--- config.mk ---
export PLATFORM = sky130hd
export DESIGN_NAME = fb_line_ctrl
export DESIGN_NICKNAME = d
export VERILOG_FILES = /design/src/rtl/fb_ctrl_pkg.sv /design/src/rtl/fb_line_ctrl_wrap_counter.sv /design/src/rtl/fb_line_ctrl.sv
export SDC_FILE = /design/constraint.sdc
export NUM_CORES = 1
export LEC_CHECK = 0
export CAP_MARGIN = 15
export CORE_UTILIZATION = 40
export DETAILED_ROUTE_END_ITERATION = 8
export DONT_BUFFER_PORTS = 1
export MAX_ROUTING_LAYER = met4
export PLACE_DENSITY = 0.51
export SYNTH_ARGS = -nofsm -noshare
export SYNTH_HDL_FRONTEND = slang
export SYNTH_SLANG_ARGS = --single-unit
--- constraint.sdc ---
create_clock -name clk -period 9.1 [get_ports clk]
set_input_delay 1.82 -clock clk [delete_from_list [all_inputs] [get_ports clk]]
set_output_delay 1.82 -clock clk [all_outputs]
set_load 0.01 [all_outputs]
--- src/rtl/fb_ctrl_pkg.sv ---
`default_nettype none
// ============================================================================
// Module      : fb_ctrl_pkg
// Description : Shared types and constants for the line-buffer controller:
//               write-arbiter state encoding and pipeline latencies.
// Revision    : 1.0 - initial release
// ============================================================================
package fb_ctrl_pkg;

    // Write-port owner: host traffic in IDLE, fill engine in FILL
    typedef enum logic [0:0] {
        ST_IDLE = 1'b0,
        ST_FILL = 1'b1
    } fill_state_e;

    // word_req_i -> pix_valid_o (SRAM read cycle + output register)
    localparam int c_rd_latency = 2;
    // host accept -> wr_en_o
    localparam int c_wr_latency = 1;

endpackage : fb_ctrl_pkg
`default_nettype wire

--- src/rtl/fb_line_ctrl_wrap_counter.sv ---
`default_nettype none
// ============================================================================
// Module      : wrap_counter
// Description : Modulo-MAX up counter with restart. clr restarts the count
//               at zero; inc advances from the (possibly restarted) base, so
//               clr and inc together yield 1. Wraps MAX-1 -> 0.
// Revision    : 1.0 - initial release
// ============================================================================
module wrap_counter #(
    parameter int MAX = 48,
    parameter int W   = $clog2(MAX)
) (
    input  logic         clk,
    input  logic         rst,
    input  logic         clr,
    input  logic         inc,
    output logic [W-1:0] value
);

    localparam logic [W-1:0] c_last = W'(MAX - 1);

    logic [W-1:0] value_q;
    logic [W-1:0] value_d;
    logic [W-1:0] w_base;

    // Next count: restart first, then advance with wrap at MAX-1
    always_comb begin
        w_base  = clr ? '0 : value_q;
        value_d = w_base;
        if (inc) begin
            value_d = (w_base == c_last) ? '0 : w_base + 1'b1;
        end
    end

    // Count register
    always_ff @(posedge clk or posedge rst) begin
        if (rst) begin
            value_q <= '0;
        end else begin
            value_q <= value_d;
        end
    end

    assign value = value_q;

endmodule : wrap_counter
`default_nettype wire

--- src/rtl/fb_line_ctrl.sv ---
`default_nettype none
// ============================================================================
// Module      : fb_line_ctrl
// Description : Line-buffer SRAM sequencer for the VGA path. Read side turns
//               display word requests into SRAM addresses and re-times the
//               1-cycle SRAM read into a registered pixel-word stream. Write
//               side shares the single SRAM write port between a host
//               valid/ready writer and a whole-RAM fill engine.
// Revision    : 1.0 - initial release
// ============================================================================
module fb_line_ctrl
    import fb_ctrl_pkg::*;
#(
    parameter int DW    = 64,
    parameter int WORDS = 48,
    parameter int ADDRW = $clog2(WORDS)
) (
    input  logic             clk,
    input  logic             rst,
    // display read side
    input  logic             line_start_i,
    input  logic             word_req_i,
    output logic [ADDRW-1:0] rd_addr_o,
    input  logic [DW-1:0]    rd_data_i,
    output logic [DW-1:0]    pix_word_o,
    output logic             pix_valid_o,
    // host writer
    input  logic             host_wr_valid_i,
    output logic             host_wr_ready_o,
    input  logic [ADDRW-1:0] host_wr_addr_i,
    input  logic [DW-1:0]    host_wr_data_i,
    // fill engine control
    input  logic             fill_start_i,
    input  logic [DW-1:0]    fill_value_i,
    output logic             fill_busy_o,
    output logic             fill_done_o,
    // SRAM write port
    output logic             wr_en_o,
    output logic [ADDRW-1:0] wr_addr_o,
    output logic [DW-1:0]    wr_data_o,
    output logic             addr_err_o
);

    // One extra bit so a power-of-two depth still compares correctly
    localparam logic [ADDRW:0]   c_words     = (ADDRW + 1)'(WORDS);
    localparam logic [ADDRW-1:0] c_last_addr = ADDRW'(WORDS - 1);

    // ------------------------------------------------------------------
    // Signals
    // ------------------------------------------------------------------
    logic [ADDRW-1:0] rd_ptr;
    logic [ADDRW-1:0] fill_cnt;

    logic             req_d1_q,    req_d1_d;
    logic             pix_valid_q, pix_valid_d;
    logic [DW-1:0]    pix_word_q,  pix_word_d;

    fill_state_e      state_q,      state_d;
    logic [DW-1:0]    fill_value_q, fill_value_d;
    logic             fill_busy_q,  fill_busy_d;
    logic             fill_done_q,  fill_done_d;
    logic             wr_en_q,      wr_en_d;
    logic [ADDRW-1:0] wr_addr_q,    wr_addr_d;
    logic [DW-1:0]    wr_data_q,    wr_data_d;
    logic             addr_err_q,   addr_err_d;

    logic             w_in_fill;
    logic             w_fill_accept;
    logic             w_host_accept;
    logic             w_addr_ok;
    logic             w_fill_last;

    // ------------------------------------------------------------------
    // Read side
    // ------------------------------------------------------------------
    // line_start_i restarts the pointer; a request in the same cycle reads
    // word 0 and leaves the pointer at 1.
    wrap_counter #(
        .MAX (WORDS),
        .W   (ADDRW)
    ) u_rd_ptr (
        .clk   (clk),
        .rst   (rst),
        .clr   (line_start_i),
        .inc   (word_req_i),
        .value (rd_ptr)
    );

    assign rd_addr_o = line_start_i ? '0 : rd_ptr;

    // Delay the request by the SRAM read cycle, then capture the word
    always_comb begin
        req_d1_d    = word_req_i;
        pix_valid_d = req_d1_q;
        pix_word_d  = req_d1_q ? rd_data_i : pix_word_q;
    end

    // Read pipeline registers
    always_ff @(posedge clk or posedge rst) begin
        if (rst) begin
            req_d1_q    <= 1'b0;
            pix_valid_q <= 1'b0;
            pix_word_q  <= '0;
        end else begin
            req_d1_q    <= req_d1_d;
            pix_valid_q <= pix_valid_d;
            pix_word_q  <= pix_word_d;
        end
    end

    assign pix_valid_o = pix_valid_q;
    assign pix_word_o  = pix_word_q;

    // ------------------------------------------------------------------
    // Write side
    // ------------------------------------------------------------------
    assign w_in_fill     = (state_q == ST_FILL);
    assign w_fill_accept = (state_q == ST_IDLE) & fill_start_i;
    // A fill start wins over a simultaneous host request; ready stays low
    // through the whole fill so host and fill writes never collide.
    assign host_wr_ready_o = (state_q == ST_IDLE) & ~fill_start_i & ~rst;
    assign w_host_accept   = host_wr_valid_i & host_wr_ready_o;
    assign w_addr_ok       = ({1'b0, host_wr_addr_i} < c_words);
    assign w_fill_last     = w_in_fill & (fill_cnt == c_last_addr);

    // Fill address counter: restarted on accepted start, stepped in FILL
    wrap_counter #(
        .MAX (WORDS),
        .W   (ADDRW)
    ) u_fill_cnt (
        .clk   (clk),
        .rst   (rst),
        .clr   (w_fill_accept),
        .inc   (w_in_fill),
        .value (fill_cnt)
    );

    // Arbiter next state and registered write-port commands
    always_comb begin
        state_d      = state_q;
        fill_value_d = fill_value_q;
        fill_busy_d  = w_fill_accept | w_in_fill;
        fill_done_d  = 1'b0;
        wr_en_d      = 1'b0;
        wr_addr_d    = wr_addr_q;
        wr_data_d    = wr_data_q;
        addr_err_d   = 1'b0;
        case (state_q)
            ST_IDLE: begin
                if (w_fill_accept) begin
                    state_d      = ST_FILL;
                    fill_value_d = fill_value_i;
                end else if (w_host_accept) begin
                    if (w_addr_ok) begin
                        wr_en_d   = 1'b1;
                        wr_addr_d = host_wr_addr_i;
                        wr_data_d = host_wr_data_i;
                    end else begin
                        // out-of-range: complete the handshake, drop data
                        addr_err_d = 1'b1;
                    end
                end
            end
            ST_FILL: begin
                wr_en_d   = 1'b1;
                wr_addr_d = fill_cnt;
                wr_data_d = fill_value_q;
                if (w_fill_last) begin
                    state_d     = ST_IDLE;
                    fill_done_d = 1'b1;
                end
            end
            default: begin
                state_d = ST_IDLE;
            end
        endcase
    end

    // Arbiter state and registered outputs; reset aborts any fill
    always_ff @(posedge clk or posedge rst) begin
        if (rst) begin
            state_q      <= ST_IDLE;
            fill_value_q <= '0;
            fill_busy_q  <= 1'b0;
            fill_done_q  <= 1'b0;
            wr_en_q      <= 1'b0;
            wr_addr_q    <= '0;
            wr_data_q    <= '0;
            addr_err_q   <= 1'b0;
        end else begin
            state_q      <= state_d;
            fill_value_q <= fill_value_d;
            fill_busy_q  <= fill_busy_d;
            fill_done_q  <= fill_done_d;
            wr_en_q      <= wr_en_d;
            wr_addr_q    <= wr_addr_d;
            wr_data_q    <= wr_data_d;
            addr_err_q   <= addr_err_d;
        end
    end

    assign fill_busy_o = fill_busy_q;
    assign fill_done_o = fill_done_q;
    assign wr_en_o     = wr_en_q;
    assign wr_addr_o   = wr_addr_q;
    assign wr_data_o   = wr_data_q;
    assign addr_err_o  = addr_err_q;

endmodule : fb_line_ctrl
`default_nettype wire

==> metrics.md, run 1 <==
| Metric | Value |
|---|---|
| Vias per cell | `5.85` |
| # fillers | `around 2100` |
| Die W | `roughly 150 µm` |
| Mean Syn Cell Area | `12.3 µm²` |
| Worst Skew | `0.00837 ns` |
| Pre-antenna DRT Iters | `4` |
| Drt total wl | `22700 µm` |
| Ys flop type | `dfrtp_1` |
| Status | `finished clean` |
| CORE AREA | `roughly 23000 µm²` |
| H-tree depth | `1` |
| Unrepaired setup endpoints after global routing | `false` |
| Final setup viols | `0` |
| Hold Path Class | `register to register` |
| CTS Buffer Depth | `3` |
| Met2 usage | `0.308` |
| CTS tree | `done` |
| Area of the multi-input gates | `about 3500 µm²` |
| Area grow syn2layout | `10.1%` |
| GR met1 Demand/Resource | `0.237` |
| Setup Crit Path Kind | `input pin to output pin` |
| Dpl ws | `4.91 ns` |
| Max-slew headroom | `0.356` |
| EDFF count, synth | `0` |
| Yosys cell types | `41` |
| Synth async-reset ratio | `1.00` |
| Total DRC errors in the routed layout | `0` |
| Setup Buffers After CTS | `0` |
| Hold buffer count at cts | `0` |
| Synth top area share | `0.589` |
| Largest net degree at the start of global routing | `143` |
| Critical Path RT | `between 7 and 8 ns` |
| Register Area | `5440 µm²` |
| Fmax | `238 MHz` |
| Die height | `about 150 µm` |
| Buffers on Ports | `0` |
| Initial Util | `0.407` |
| # nets final | `926` |
| Final worst slack | `slightly below 5 ns` |
| Dominant cell type by area after synthesis | `dfrtp_1` |
| Initial drt markers | `413` |
| GRT Util Overall | `0.193` |
| Min Tclk post-route | `about 4.2 ns` |
| Clk slew on worst S/H paths | `0.05 ns` |
| Sink Count | `roughly 220` |
| Synth area leaders | `dfrtp_1 (59%), mux2_2 (16%), nor2b_1 (5.3%)` |
| CP startpoint kind | `input pin` |
| Routed vias | `5983` |
| FF+latch count, synth | `about 220` |
| Clk_lat worst skew | `~0.5 ns` |
| First-pass GRT wire length | `35100 µm` |
| Congestion Overflow GR | `0` |
| Crit Path Max Fanout | `6` |
| Worst hold slack | `0.484 ns` |
| Cts bufs inserted | `24` |
| Wire per inst | `22.2 µm` |
| Busiest grt layer | `met2` |
| R2R Setup Slk | `5.73 ns` |
| Vias in the first global route | `6201` |
| Die area | `about 24000 µm²` |
| Worst VDD drop | `0.164 mV` |
| Commonest cells post-synth | `dfrtp_1 (217), mux2_2 (129), nor2b_1 (78)` |
| Detail Route Antenna Nets | `0` |
| Share of cells above drive strength 1 | `0.251` |
| Pins Over Slew Limit | `0` |
| Final setup TNS | `0 ns` |
| Final Hold Fails | `0` |
| Tightest Pin Transition | `between 0.9 and 1 ns` |
| Met3 GRT Util | `0.0569` |
| LEAKAGE | `~0.0042 µW` |
| Seq/Total Area, Yosys | `0.589` |
| Power Dens Cells | `between 300 and 400 nW/µm²` |
| YS warnings | `0` |
| Row cnt | `between 50 and 60` |
| Gate Count Post-Synth | `around 750` |
| Antenna violations before repair | `0` |
| Ports | `350` |
| Syn Nets | `955` |
| Critical Path Sink Type | `output pin` |
| Most frequent cell after synthesis | `dfrtp_1` |
| Placer Congestion | `~0.8` |
| Worst EP arrival | `about 2.4 ns` |
| Max-cap violations | `0` |
| Synth Cell Area | `9220 µm²` |
| Clk root buf | `clkbuf_16` |
| Period utilisation layout | `0.462` |
| DP Wirelength | `15100 µm` |
| Gates resized, CTS repair | `0` |
==> kinds of logic (layout without fill, tap and decap cells) <==
kind of cell / after synthesis / in the layout / synth area share
compound gates: 218 / 218 / 0.132
xor+xnor: 5 / 5 / 0.00475
flops: 217 / 217 / 0.589
fa+ha+maj: 2 / 2 / 0.00271
simple gates: 110 / 110 / 0.0748
other cells: 0 / 1 / 0
buf+inv: 67 / 55 / 0.0384
mux: 130 / 130 / 0.159
==> registers in the layout, summed over array words and instances, names as in the netlist <==
| register | cells |
|---|---|
| addr_err_o | 1 |
| fill_busy_o | 1 |
| fill_done_o | 1 |
| fill_value_q | 64 |
| pix_valid_d | 1 |
| pix_valid_o | 1 |
| pix_word_o | 64 |
| state_q | 1 |
| u_fill_cnt.value | 6 |
| u_rd_ptr.value | 6 |
| wr_addr_o | 6 |
| wr_data_o | 64 |
| wr_en_o | 1 |
==> per-stage QoR <==
step | cell area, µm² | util | total power (µW) | cells
CTS | 10200 | 0.448 | 3410 | 1022
global route | 10200 | 0.448 | 3580 | 1022
finish | 10200 | 0.448 | 3370 | 1023
global placement | 9320 | 0.412 | 2340 | 979
detailed placement | 9320 | 0.412 | 2390 | 979
floorplan | 9220 | - | 2190 | 749
==> critical path, stage by stage <==
cell,delay [ns]
nor2_1,0.21
inv_1,0.13
nor2_1,0.22
==> cell usage in the layout (no fill, tap or decap), drive strengths merged, types with 2 or more instances in the layout <==
master / instances
nand3: 5
nor2b: 78
dfrtp: 217
bufinv: 4
buf: 7
mux2: 129
a31oi: 68
nand4: 3
a22o: 2
clkinvlp: 2
xnor2: 2
nand2: 6
clkbuf: 34
clkinv: 3
o21ai: 70
o31ai: 2
nor4b: 2
xor2: 3
or4b: 3
a31o: 2
nor2: 6
inv: 5
a21oi: 69
ha: 2
nor3b: 2
==> layer usage <==
| metal | part of all wire | routed length (µm) |
|---|---|---|
| met1 | 0.40 | 9110 |
| met2 | 0.49 | 11100 |
| met3 | 0.086 | 1950 |
| met4 | 0.026 | 585 |
| met5 | 0 | 0 |
==> worst paths after layout <==
check | startpoint | to | depth (start not counted)
max in group asynchronous | rst | wr_en_o$_DFF_PP0_ | 2
worst max register to register | state_q$_DFF_PP0_ | u_fill_cnt.value[1]$_DFF_PP0_ | 7
worst max-delay path | fill_start_i | host_wr_ready_o | 3
min in group asynchronous | rst | fill_busy_o$_DFF_PP0_ | 1
worst min register to register | u_rd_ptr.value[5]$_DFF_PP0_ | u_rd_ptr.value[3]$_DFF_PP0_ | 1
worst min-delay path | u_rd_ptr.value[5]$_DFF_PP0_ | u_rd_ptr.value[3]$_DFF_PP0_ | 1
==> layout make-up <==
cell class / count / area share
well taps: 285 / 0.0351
repair buffers: 7 / 0.00518
diodes: 1 / 0.000246
flip-flops and latches: 217 / 0.535
multi-input cells: 465 / 0.340
clock inverters: 9 / 0.0148
inverters: 5 / 0.00259
clock buffers: 34 / 0.0669
==> where the power goes <==
group	switching (µW)	internal, µW
Sequential	352	1310
Combinational	324	373
Clock	375	632
Total	1050	2320
No activity file was read; power rests on OpenSTA's default activity.
==> run 2, diff against run 1 <==
--- a/config.mk
+++ b/config.mk
@@ -10,7 +10,7 @@
 export DETAILED_ROUTE_END_ITERATION = 8
 export DONT_BUFFER_PORTS = 1
 export MAX_ROUTING_LAYER = met4
-export PLACE_DENSITY = 0.51
+export PLACE_DENSITY = 0.53
 export SYNTH_ARGS = -nofsm -noshare
 export SYNTH_HDL_FRONTEND = slang
 export SYNTH_SLANG_ARGS = --single-unit
==> constraint.sdc (replaced) <==
create_clock -name clk -period 3.4 [get_ports clk]
set_input_delay 0.68 -clock clk [delete_from_list [all_inputs] [get_ports clk]]
set_output_delay 0.68 -clock clk [all_outputs]
set_load 0.01 [all_outputs]
==> run 2 against run 1 <==
- clock power grew to 2.6 times the previous value
- sequential cell count did not move
- sequential share of layout area is 0.31 points lower
- combinational power rose to 2.7 times the previous value
- highest routed layer unchanged
- critical path type is now register to register
- wire length is 0.66% higher
- via count down 0.99%
- clock skew hardly changed
==> metrics.md, run 2 (synthesized netlist as in run 1, its figures left out) <==
| Metric | Value |
|---|---|
| Status | `finished clean` |
| Routed vias | `5924 (-0.99%)` |
| CTS Buffer Depth | `3 (unchanged)` |
| Vias per cell | `5.79 (-1.1%)` |
| Non-Filler Instances | `1024 (+0.098%)` |
| P_int | `6120 µW (+160%)` |
| Congestion Overflow GR | `0 (unchanged)` |
| Detail Route Antenna Nets | `0 (unchanged)` |
| GR met1 Demand/Resource | `0.239 (+0.00204)` |
| Commonest non-fill, non-tap cells in the layout | `dfrtp_1 (215), mux2_2 (129), nor2b_1 (77)` |
| Crit path from | `state_q$_DFF_PP0_` |
| Wire per inst | `22.4 µm (+0.56%)` |
| Placer Congestion | `0.787 (-3.2%)` |
| Final setup TNS | `0 ns (unchanged)` |
| Net Sw Frac | `0.316 (+0.00400)` |
| Cts bufs inserted | `24 (unchanged)` |
| Buffers on Ports | `0 (unchanged)` |
| Critical path's top delay family | `buffers and inverters` |
| Worst R2R Start | `state_q$_DFF_PP0_` |
| # fillers | `2082 (+1.3%)` |
| Crit Path Max Fanout | `108 (+102)` |
| CORE AREA | `22600 µm² (unchanged)` |
| Final setup viols | `0 (unchanged)` |
| Clock power frac | `0.292 (-0.007)` |
| Die area | `23700 µm² (unchanged)` |
| Hold buffer count at cts | `0 (unchanged)` |
| Met3 GRT Util | `0.0583 (+0.00141)` |
| Drt total wl | `22900 µm (+0.66%)` |
| Critical Path RT | `3.82 ns (-3.46 ns)` |
| Die W | `154 µm (unchanged)` |
| Fmax | `390 MHz` |
| Area grow syn2layout | `10.8%` |
| Ports | `350 (unchanged)` |
| Hold Path Class | `input pin to asynchronous set/reset pin` |
| Gates resized, CTS repair | `0 (unchanged)` |
| Worst Skew | `0.00842 ns (+0.0000518 ns)` |
| Stages on worst setup path | `4 (+1)` |
| Comb power frac | `0.212 (+0.005)` |
| Pins Over Slew Limit | `0 (unchanged)` |
| Flop pwr share | `0.496 (+0.002)` |
| Worst EP arrival | `2.98 ns (+0.59 ns)` |
| Switching power | `2830 µW (+170%)` |
| Largest net degree at the start of global routing | `132 (-7.7%)` |
| Power Dens Cells | `877 nW/µm² (+160%)` |
| Die height | `154 µm (unchanged)` |
| Min Tclk post-route | `2.56 ns` |
| Leading cell type in the layout, fill and taps excluded | `dfrtp_1` |
| Met2 usage | `0.319 (+0.0104)` |
| Clk root buf | `clkbuf_16` |
| Diode count | `0 (-1)` |
| Critical-path top delay cell | `buf_4` |
| LEAKAGE | `0.00427 µW (+0.63%)` |
| GRT Util Overall | `0.197 (+0.00366)` |
| Initial drt markers | `342 (-17%)` |
| Antenna violations before repair | `0 (unchanged)` |
| CTS tree | `done` |
| # nets final | `929 (+0.32%)` |
| Clk_lat worst skew | `0.51 ns (about the same)` |
| Final core utilization | `0.451 (+0.00260)` |
| Share of cells above drive strength 1 | `0.254 (+0.00338)` |
| Initial Util | `0.407 (unchanged)` |
| Busiest grt layer | `met2` |
| Clk slew on worst S/H paths | `0.06 ns (about the same)` |
| Dpl cells | `981 (+0.20%)` |
| First-pass GRT wire length | `35500 µm (+1.4%)` |
| Max stage delay on crit path | `0.82 ns (+0.60 ns)` |
| Area of the multi-input gates | `3450 µm² (unchanged)` |
| Worst hold slack | `0.169 ns (-0.315 ns)` |
| Vias in the first global route | `6074 (-2.0%)` |
| Cell-by-cell trace of the critical path | `buf_4 -> nand3_1 -> or4_1 -> a31oi_1` |
| Setup Buffers After CTS | `0 (unchanged)` |
| Final Hold Fails | `0 (unchanged)` |
| Reg2reg path depth | `4 (-3)` |
| Setup Crit Path Kind | `register to register` |
| Tightest Pin Transition | `0.970 ns (+0.00477 ns)` |
| Register Area | `5440 µm² (unchanged)` |
| Max-cap violations | `0 (unchanged)` |
| Sink Count | `217 (unchanged)` |
| Buf/Inv on CP | `1 (unchanged)` |
| Row cnt | `55 (unchanged)` |
| Pre-antenna DRT Iters | `4 (unchanged)` |
| Unrepaired setup endpoints after global routing | `false` |
| H-tree depth | `1 (unchanged)` |
| Period utilisation layout | `0.754` |
| Total DRC errors in the routed layout | `0 (unchanged)` |
| DP Wirelength | `15200 µm (+1.2%)` |
| Worst VDD drop | `0.381 mV (+130%)` |
| CP startpoint kind | `register` |
| Critical Path Sink Type | `register` |
| Max-slew headroom | `0.353 (-0.00318)` |
-- run 2: path summary, 6_finish.rpt --
kind	end	slack, ns
worst min-delay path	fill_done_o$_DFF_PP0_	0.17
min in group clk	pix_valid_d$_DFF_PP0_	0.20
worst max-delay path	u_fill_cnt.value[5]$_DFF_PP0_	0.84
worst max register to register	u_fill_cnt.value[5]$_DFF_PP0_	0.84
max in group asynchronous	pix_valid_d$_DFF_PP0_	2.53
worst min register to register	u_rd_ptr.value[3]$_DFF_PP0_	0.50
-- run 2: worst register-to-register path, delay by kind of cell (launching register included) --
family | cells | cell delay (ns)
buffers and inverters | 1 | 0.83
AND/OR/NAND/NOR | 2 | 0.74
flip-flops | 1 | 0.73
AO/OA/AOI/OAI | 1 | 0.19
-- run 2: cell type report --
| cell class | instances | share of cell area |
|---|---|---|
| sequential | 217 | 0.532 |
| multi-input combinational | 465 | 0.338 |
| clock buffer | 36 | 0.0702 |
| tap | 285 | 0.0349 |
| timing repair buffer | 10 | 0.0147 |
| clock inverter | 6 | 0.00784 |
| inverter | 5 | 0.00221 |
-- run 2: routing by layer --
layer	vias up	share of wire
met1	2970	0.40
met4	0	0.021
met5	-	0
li1	2646	-
met3	37	0.091
met2	271	0.49
-- run 2: power groups by stage --
stage | Sequential (µW) | Combinational, µW | Clock [µW]
2_1_floorplan | 4190 | 1660 | 0
3_3_place_gp | 4470 | 1830 | 0
3_5_place_dp | 4500 | 1910 | 0
4_1_cts | 4470 | 1920 | 2670
5_1_grt | 4570 | 2160 | 2770
6_report | 4440 | 1900 | 2610
-- run 2: through the flow --
stage               total power, µW  worst slack, ns  instance area, µm²
global placement               6300            0.898                9400
CTS                            9060            0.797               10200
global route                   9500            0.604               10200
detailed placement             6420            0.831                9400
finish                         8950            0.838               10200
floorplan                      5860           -0.106                9220
